`src/rtl/qwic51_pkg.sv`:
```
// qwic51_pkg: shared source indices, vectors, SFR bit positions and FSM states
package qwic51_pkg;
  localparam int NUM_SRC = 5;
  localparam int IE_EA = 7;
  localparam int IE_ES = 4;
  localparam int IE_ET1 = 3;
  localparam int IE_EX1 = 2;
  localparam int IE_ET0 = 1;
  localparam int IE_EX0 = 0;
  localparam int IP_PS = 4;
  localparam int IP_PT1 = 3;
  localparam int IP_PX1 = 2;
  localparam int IP_PT0 = 1;
  localparam int IP_PX0 = 0;
  localparam logic [15:0] VEC_BASE = 16'h0003;
  typedef enum logic [2:0] {
    SRC_INT0 = 3'd0,
    SRC_TF0  = 3'd1,
    SRC_INT1 = 3'd2,
    SRC_TF1  = 3'd3,
    SRC_SER  = 3'd4
  } src_e;
  typedef enum logic {ST_IDLE, ST_REQ} state_e;
  // Vectors are spaced 8 bytes apart starting at 0x0003
  function automatic logic [15:0] vec_of(input src_e s);
    return VEC_BASE + {10'd0, s, 3'd0};
  endfunction
  // Lowest set index wins
  function automatic src_e first_src(input logic [NUM_SRC-1:0] m);
    first_src = SRC_INT0;
    for (int i = NUM_SRC - 1; i >= 0; i--)
      if (m[i]) first_src = src_e'(3'(i));
  endfunction
endpackage

```
`src/rtl/qwic51_intc_sync.sv`:
```
// qwic51_intc_sync: optional two-flop pin synchronizer with falling-edge detect
module qwic51_intc_sync #(
  parameter bit SYNC_EN = 1'b1
) (
  input  logic clk,
  input  logic rst,
  input  logic pin_n,
  output logic sync_n,
  output logic fall
);
  logic s1, s2, prev;
  logic [2:0] vld;
  // Flops idle high; vld masks edges until the history holds real pin samples
  always_ff @(posedge clk or posedge rst)
    if (rst) begin
      s1 <= 1'b1;
      s2 <= 1'b1;
      prev <= 1'b1;
      vld <= '0;
    end else begin
      s1 <= pin_n;
      s2 <= s1;
      prev <= sync_n;
      vld <= {vld[1:0], 1'b1};
    end
  assign sync_n = SYNC_EN ? s2 : pin_n;
  assign fall = (SYNC_EN ? vld[2] : vld[0]) & prev & ~sync_n;
endmodule

```
`src/rtl/qwic51_intc.sv`:
```
// qwic51_intc: 8051-style five-source, two-level interrupt controller
module qwic51_intc
  import qwic51_pkg::*;
#(
  parameter bit SYNC_EN = 1'b1,
  parameter int CPU_DATA_WIDTH = 8,
  parameter int CPU_ROM_ADDWID = 16
) (
  input  logic                      CPU_CLK,
  input  logic                      CPU_RESET,
  input  logic                      INT0_N,
  input  logic                      INT1_N,
  input  logic                      TF0,
  input  logic                      TF1,
  input  logic                      RI_TI,
  input  logic [CPU_DATA_WIDTH-1:0] IE_REG,
  input  logic [CPU_DATA_WIDTH-1:0] IP_REG,
  input  logic [1:0]                TCON_IT,
  input  logic                      INST_BOUNDARY,
  input  logic                      IRQ_ACK,
  input  logic                      RETI,
  output logic                      IRQ_REQ,
  output logic [CPU_ROM_ADDWID-1:0] IRQ_VEC,
  output logic [1:0]                IE_FLAG,
  output logic [1:0]                TF_CLR,
  output logic [1:0]                ACTIVE_LVL
);
  state_e state;
  src_e src_q, sel;
  logic lvl_q, ack_ok, any_q;
  logic [1:0] sync_n, fall, clr, act_reti, act_nxt;
  logic [NUM_SRC-1:0] flags, en, pri, pend, hi_q, lo_q;
  logic unused_sfr;
  assign unused_sfr = ^{IE_REG, IP_REG};
  for (genvar i = 0; i < 2; i++) begin : g_sync
    qwic51_intc_sync #(.SYNC_EN(SYNC_EN)) u_sync (
      .clk(CPU_CLK),
      .rst(CPU_RESET),
      .pin_n(i == 0 ? INT0_N : INT1_N),
      .sync_n(sync_n[i]),
      .fall(fall[i])
    );
  end
  assign flags = {RI_TI, TF1, IE_FLAG[1], TF0, IE_FLAG[0]};
  assign en = {IE_REG[IE_ES], IE_REG[IE_ET1], IE_REG[IE_EX1], IE_REG[IE_ET0], IE_REG[IE_EX0]};
  assign pri = {IP_REG[IP_PS], IP_REG[IP_PT1], IP_REG[IP_PX1], IP_REG[IP_PT0], IP_REG[IP_PX0]};
  assign ack_ok = state == ST_REQ && IRQ_ACK;
  assign clr = {ack_ok && src_q == SRC_INT1, ack_ok && src_q == SRC_INT0};
  // Qualify against the in-service level and pick the winner
  always_comb begin
    pend = {NUM_SRC{IE_REG[IE_EA]}} & en & flags;
    hi_q = ACTIVE_LVL[1] ? '0 : pend & pri;
    lo_q = |ACTIVE_LVL ? '0 : pend & ~pri;
    any_q = |{hi_q, lo_q};
    sel = |hi_q ? first_src(hi_q) : first_src(lo_q);
  end
  // RETI retires the innermost level before a same-cycle ACK adds one
  always_comb begin
    act_reti = RETI ? (ACTIVE_LVL[1] ? {1'b0, ACTIVE_LVL[0]} : 2'b00) : ACTIVE_LVL;
    act_nxt = act_reti | (ack_ok ? (lvl_q ? 2'b10 : 2'b01) : 2'b00);
  end
  // IE flags: edge mode latches falls (a new fall beats the ACK clear), level mode follows the pin
  always_ff @(posedge CPU_CLK or posedge CPU_RESET)
    if (CPU_RESET) IE_FLAG <= '0;
    else IE_FLAG <= (TCON_IT & (fall | (IE_FLAG & ~clr))) | (~TCON_IT & ~sync_n);
  // Request FSM with latched vector/level, in-service tracking and timer clear pulses
  always_ff @(posedge CPU_CLK or posedge CPU_RESET)
    if (CPU_RESET) begin
      state <= ST_IDLE;
      IRQ_REQ <= 1'b0;
      IRQ_VEC <= '0;
      src_q <= SRC_INT0;
      lvl_q <= 1'b0;
      ACTIVE_LVL <= '0;
      TF_CLR <= '0;
    end else begin
      ACTIVE_LVL <= act_nxt;
      TF_CLR <= {ack_ok && src_q == SRC_TF1, ack_ok && src_q == SRC_TF0};
      if (state == ST_IDLE && INST_BOUNDARY && any_q) begin
        state <= ST_REQ;
        IRQ_REQ <= 1'b1;
        IRQ_VEC <= CPU_ROM_ADDWID'(vec_of(sel));
        src_q <= sel;
        lvl_q <= |hi_q;
      end else if (ack_ok) begin
        state <= ST_IDLE;
        IRQ_REQ <= 1'b0;
      end
    end
endmodule
```
`config.mk`:
```
export PLATFORM = sky130hd
export DESIGN_NAME = qwic51_intc
export DESIGN_NICKNAME = d
export VERILOG_FILES = /design/src/rtl/qwic51_pkg.sv /design/src/rtl/qwic51_intc_sync.sv /design/src/rtl/qwic51_intc.sv
export SDC_FILE = /design/constraint.sdc
export NUM_CORES = 1
export LEC_CHECK = 0
export CORE_ASPECT_RATIO = 2
export CORE_MARGIN = 5
export CORE_UTILIZATION = 45
export CTS_CLUSTER_SIZE = 28
export DETAILED_ROUTE_END_ITERATION = 8
export HOLD_SLACK_MARGIN = 0.06
export PLACE_DENSITY = 0.84
export REMOVE_ABC_BUFFERS = 1
export SLEW_MARGIN = 10
export SYNTH_ARGS = -nofsm -noshare
export SYNTH_HDL_FRONTEND = slang
export SYNTH_HIERARCHICAL = 1
export SYNTH_SLANG_ARGS = --single-unit
```
`constraint.sdc`:
```
create_clock -name CPU_CLK -period 5.3 [get_ports CPU_CLK]
set_input_delay 1.06 -clock CPU_CLK [delete_from_list [all_inputs] [get_ports CPU_CLK]]
set_output_delay 1.06 -clock CPU_CLK [all_outputs]
set_load 0.01 [all_outputs]
```
==> impl_results.md, run 1 <==
- Dominant cells by area after synthesis: dfrtp_1 38%, dfstp_2 13%, buf_4 7.5%
- Placed Area: approximately 1500 sq um
- Drt drc: 0
- Critical Path Max Stage Delay: approximately 0.55 ns
- Crit path required time: 5.44 ns
- Setup TNS Final: 0 ns
- Critical path capture point type: flip-flop
- Hold Violations, Final: 0
- Worst skew pair latency: roughly 0.26 ns
- Largest net degree at the start of global routing: 15
- Root Buffer: clkbuf_8
- Power Density: 344 nW/um^2
- Mapped Area: roughly 1200 sq um
- Area Overhead vs Synth: 32.9%
- Overflow after GRT: 0
- Synth top area share: between 30% and 40%
- Ports: slightly above 50
- RSZ-0062 raised after global routing: no
- Initial antenna violation count: 0
- Share of post-route cells with drive strength above 1: roughly 14%
- Combinational Power Share: ~29%
- Synthesis warning total: 6
- Final Cycle Share: between 50% and 60%
- Port bufs: 34
- Fin crit period: a little under 3 ns
- Clk slew on worst S/H paths: around 0.070 ns
- Max FO, Critical Path: 6
- Critical Path Start Type: primary input
- Total chip power: between 0.5 and 0.6 mW
- Fmax: 0.338 GHz
- DP HPWL: 2.23 mm
- Pint: 0.400 mW
- Sw Ratio: between 20% and 30%
- Clk pwr share: between 20 and 30%
- # Post-CTS Setup Buffers: 0
- Status: completed
- EDFF count, synth: 0
- Cell count along the critical path: 6
- Mean instance size in the synthesized netlist: 11.4 sq um
- Final Max Slew Viols: 0
- Cell Chain, Critical Path: clkdlybuf4s50_1 > nor2b_1 > a21boi_2 > nor4_4 > a21oi_4 > mux2_4
- Post-synthesis cell type count: 40
- Worst Tran Pin Value: roughly 0.56 ns
- Initial DRC count: 19
- H-tree levels: 1
- Vias per std cell: between 5 and 6
- CP Buf/Inv Count: 1
- TritonCTS clock tree: built
- Drt wl/cell: between 15 and 20 um
- Num CTS Buffers: 3
- Post-Route WL: ~2.6 mm
- Post-synth top cells: 18 x dfrtp_1, 12 x buf_4, 9 x inv_1, 6 x dfstp_2
- Die outline area: roughly 3900 sq um
- Clock buffer depth: 2
- Setup-failing EPs final: 0
- Max VDD drop: around 270 uV
- Fillers: 220
- Num rows: 26
- Final net count: 170
- Hold crit path type: reg2reg
- Crit path arrival time: slightly above 3 ns
- Vias in the first global route: 927
- Pre-Repair DR Iteration Count: 4
- Routed Antenna Nets: 0
- GRT Util Overall: 15.0%
- Antenna diodes: 0
- Cells on Worst Hold Path: 0
- Cells after Synth: roughly 110
- Starting density of the core: a little under half
- Vias: ~890
- Ys flop type: dfrtp_1
- Slowest-stage cell, CP: clkdlybuf4s50_1
- Reg power frac: 43.3%
- Core ar.: approximately 2600 sq um
- NetSw: 0.148 mW
- Most common cell in the netlist: dfrtp_1
- Skew final: 0.00467 ns
- CP top delay family: compound AO/OA/AOI/OAI gates
- #FFs+latches synth: 24
- Sequential element share of the synthesized area: between 50% and 60%
- Max-slew headroom: 62.4%
- Die Span Y: between 80 and 90 um
- Post-synth ARST share: 100%
- Maxcap violations: 0
- Sink Count: 24
- Fin area: ~1600 sq um
- First-pass GRT wire length: 4.20 mm
- Post_cts resized: 0
- Reg2Reg Depth: 5
- Yosys top cell by area: dfrtp_1
- Setup Crit Path Kind: in2reg
- Lkg Pwr: approximately 0.71 nW
- Hold-fix buffers, CTS: 0
- Die width: 46.5 um
- Final Hold Slack: approximately 0.35 ns
- RePlAce Congestion: between 0.8 and 0.9
-- layer usage --
metal	vias to the layer above	global-route usage (%)	part of all wire, %
met2	39	27.4	57
met4	0	9.07	3.7
met1	423	14.0	32
met5	-	0	0
li1	415	-	-
met3	8	2.16	8.1
-- layout by cell type (no fill, tap or decap), types with 2 or more instances in the layout --
master           count
a21oi_1              3
a2bb2o_4             2
clkbuf_8             3
dfstp_2              6
o21ai_0              3
nand3_1              2
and3b_1              5
dfrtp_1             18
nand2_1              3
nor3b_1              3
nor2_1               5
inv_1                9
or2_1                2
conb_1              13
clkdlybuf4s50_1     34
nand2b_1             2
mux2i_1              3
-- worst register-to-register path, delay by kind of cell (launching register included) --
family,cells,cell delay (ns)
AOI/OAI and AO/OA,2,0.61
and+or+nand+nor,2,0.53
muxes,1,0.32
DFF,1,0.45
-- registers in the layout (all words and copies together) (netlist names) --
signal and count:
g_sync.u_sync/s1 2, IE_FLAG 2, g_sync.u_sync/prev 2, ACTIVE_LVL 2, g_sync.u_sync/sync_n 2, state 1, IRQ_VEC 1, g_sync.u_sync/vld 6
TF_CLR 2, src_q 3, lvl_q 1
-- area by class of cell --
class / count / area, sq um / share of cell area (%)
multi-input combinational: 70 / 504 / 31.7
sequential: 24 / 608 / 38.2
clock buffer: 3 / 41.3 / 2.59
tap: 28 / 35.0 / 2.20
timing repair buffer: 34 / 340 / 21.4
inverter: 9 / 33.8 / 2.12
clock inverter: 1 / 30.0 / 1.89
-- stage by stage --
stage | worst slack, ns | utilization (%) | cells
floorplan | 2.94 | - | 103
global placement | 2.19 | 59.2 | 165
detailed placement | 2.10 | 59.2 | 165
CTS | 2.37 | 62.0 | 169
global route | 2.26 | 62.0 | 169
finish | 2.34 | 62.0 | 169
-- power groups by stage --
stage	logic, mW	clock network (mW)	registers [mW]
2_1_floorplan	0.0778	0	0.244
3_5_place_dp	0.159	0	0.240
6_report	0.158	0.153	0.237
5_1_grt	0.172	0.169	0.242
3_3_place_gp	0.155	0	0.240
4_1_cts	0.160	0.160	0.237
-- path summary, 6_finish.rpt --
| path | start | endpoint | slack (ns) |
|---|---|---|---|
| max | IE_REG[7] | src_q[1]$_DFFE_PP0P_ | 2.34 |
| min in group asynchronous | CPU_RESET | g_sync[1].u_sync/vld[2]$_DFF_PP0_ | 1.06 |
| max reg2reg | ACTIVE_LVL[1]$_DFF_PP0_ | src_q[1]$_DFFE_PP0P_ | 3.27 |
| min reg2reg | g_sync[1].u_sync/vld[0]$_DFF_PP0_ | g_sync[1].u_sync/vld[1]$_DFF_PP0_ | 0.35 |
| max in group asynchronous | CPU_RESET | TF_CLR[1]$_DFF_PP0_ | 3.83 |
| min | g_sync[1].u_sync/vld[0]$_DFF_PP0_ | g_sync[1].u_sync/vld[1]$_DFF_PP0_ | 0.35 |
-- kinds of logic (layout without fill, tap and decap cells) --
logic type / count (synthesis) / count (layout) / synth area share, %
mux: 4 / 4 / 3.76
flops: 24 / 24 / 50.7
simple gates: 33 / 33 / 19.1
other cells: 3 / 13 / 0.939
compound gates: 20 / 20 / 15.1
buf+inv: 21 / 47 / 10.3
(Power assumes the default switching activity.)
==> run 2: changes to the inputs <==
Settings changed: CORE_UTILIZATION 45 to 42, PLACE_DENSITY 0.84 to 0.79.
Clock period 5.3 ns to 2.76 ns, I/O delays scaled along.
==> run 2 against run 1 <==
- worst hold slack lost 0.0022 ns
- combinational power grew 97%
- global-route usage shrank 0.71 points
- core utilization shrank 4.5 points
- sequential power grew 94%
- first-iteration DRC count shrank 32%
- cell count grew 0.59%
- die area grew 5.9%
- sequential share of layout area grew 0.52 points
- clock-buffer cell count is the same
- worst setup slack lost 2.0 ns
- critical endpoint unchanged
==> impl_results.md, run 2 (same netlist as run 1, synthesis figures left out) <==
- Status: completed
- Flop2flop setup slack: ~0.78 ns
- Area Overhead vs Synth: 31.1%
- Hold EP: g_sync[0].u_sync/vld[2]$_DFF_PP0_
- RePlAce Congestion: slightly above 0.8
- Power Density: about 600 nW/um^2
- Critical path capture point type: flip-flop
- Hold Violations, Final: 0
- Vias per std cell: 5.04
- Fmax: about 0.42 GHz
- Max reg flops: 6
- Final net count: 171
- Pre-Repair DR Iteration Count: 3
- Die outline area: around 4100 sq um
- GRT Util Overall: between 10% and 20%
- Setup Crit Path Kind: in2reg
- Hold-fix buffers, CTS: 0
- H-tree levels: 1
- Fillers: ~240
- Most common cell after layout, fill and taps aside: clkdlybuf4s50_1
- Skew final: approximately 0.0038 ns
- Cells on Worst Hold Path: 0
- Die width: ~48 um
- Biggest register: g_sync.u_sync/vld
- Starting density of the core: 43.8%
- Crit path arrival time: between 2 and 3 ns
- Worst R2R End: src_q[1]$_DFFE_PP0P_
- Sink Count: 24
- Clk slew on worst S/H paths: 0.07 ns
- Ports: slightly above 50
- Commonest cells after routing, fill and taps aside: 34 x clkdlybuf4s50_1, 18 x dfrtp_1, 13 x conb_1, 9 x inv_1, 6 x dfstp_2
- Post-Route WL: approximately 2.7 mm
- TritonCTS clock tree: built
- Initial DRC count: 13
- First-pass GRT wire length: approximately 4.3 mm
- Initial antenna violation count: 0
- RSZ-0062 raised after global routing: no
- DP HPWL: ~2.3 mm
- Share of post-route cells with drive strength above 1: between 10% and 20%
- Num CTS Buffers: 3
- Hold crit path type: reg2reg
- Drt drc: 0
- Maxcap violations: 0
- Fin cells: 170
- Post_cts resized: 0
- # Post-CTS Setup Buffers: 0
- Setup TNS Final: 0 ns
- Reg2Reg Depth: 5
- Fin crit period: 2.38 ns
- Routed Antenna Nets: 0
- Port bufs: 34
- Final core occ: 57.4%
- RR Startpoint: ACTIVE_LVL[1]$_DFF_PP0_
- Num rows: 27
- Clock buffer depth: 2
- Final Max Slew Viols: 0
- Overflow after GRT: 0
- Biggest regs: g_sync.u_sync/vld: 6 flops, src_q: 3 flops
- Critical Path Start Type: primary input
- Crit path required time: between 2 and 3 ns
- Die Span Y: between 80 and 90 um
- Root Buffer: clkbuf_8
- Final Cycle Share: between 80% and 90%
- Hold Crit Start: g_sync[0].u_sync/vld[1]$_DFF_PP0_
- Worst skew pair latency: about 0.25 ns
- Largest net degree at the start of global routing: 13
- Antenna diodes: 0
- Max VDD drop: about 440 uV
- Vias in the first global route: approximately 970
- Core ar.: roughly 2700 sq um
- Dpl cells: about 170
- Max FO, Critical Path: 6
- Total chip power: around 0.96 mW
- Drt wl/cell: approximately 16 um
- Setup-failing EPs final: 0
- Lkg Pwr: approximately 0.7 nW
- Vias: 857
## run 2: changes by cell type in the layout (fill, tap and decap cells not counted), sizes merged
cell	before	now
bufinv	1	0
buf	0	1
## run 2: worst max-delay path: stages
cell and delay (ns):
clkdlybuf4s50_1 0.52, nor2b_1 0.41, a21boi_2 0.37, nor4_4 0.11, a21oi_4 0.24, mux2_4 0.32
## run 2: routing by layer
metal / track usage (%) / part of all wire [%] / wire, um / up-vias
met4: 6.62 / 0.77 / 21 / 0
met1: 13.0 / 33 / 893 / 415
li1: - / - / - / 414
met5: 0 / 0 / 0 / -
met3: 1.26 / 6.6 / 179 / 2
met2: 27.9 / 60 / 1630 / 26
## run 2: cell type report
cell class,count,area [sq um],share of cell area (%)
inverters,9,33.8,2.15
well taps,29,36.3,2.31
repair buffers,35,348,22.1
clock buffers,3,41.3,2.63
flip-flops and latches,24,608,38.7
multi-input cells,70,504,32.1
## run 2: power by group
part | switching (mW) | internal, mW
Clock | 0.0936 | 0.0971
Combinational | 0.139 | 0.173
Sequential | 0.0519 | 0.407
## run 2: metrics by stage
stage / cell area, sq um / hold WS (ns) / setup WS [ns]
2_1_floorplan: 1150 / 0.331 / 0.904
3_3_place_gp: 1530 / 0.336 / 0.194
3_5_place_dp: 1530 / 0.339 / 0.130
4_1_cts: 1570 / 0.357 / 0.405
5_1_grt: 1570 / 0.359 / 0.251
6_report: 1570 / 0.352 / 0.380
## run 2: worst max path at each step
| stage | cells after the start | endpoint | slack [ns] | from |
|---|---|---|---|---|
| 6_report | 6 | src_q[1]$_DFFE_PP0P_ | 0.38 | IE_REG[7] |
| 5_1_grt | 6 | src_q[1]$_DFFE_PP0P_ | 0.25 | IE_REG[7] |
| 4_1_cts | 6 | src_q[1]$_DFFE_PP0P_ | 0.41 | IE_REG[7] |
| 3_5_place_dp | 6 | src_q[1]$_DFFE_PP0P_ | 0.13 | IE_REG[7] |
| 3_3_place_gp | 6 | src_q[1]$_DFFE_PP0P_ | 0.19 | IE_REG[7] |
| 2_1_floorplan | 5 | src_q[1]$_DFFE_PP0P_ | 0.90 | IE_REG[7] |
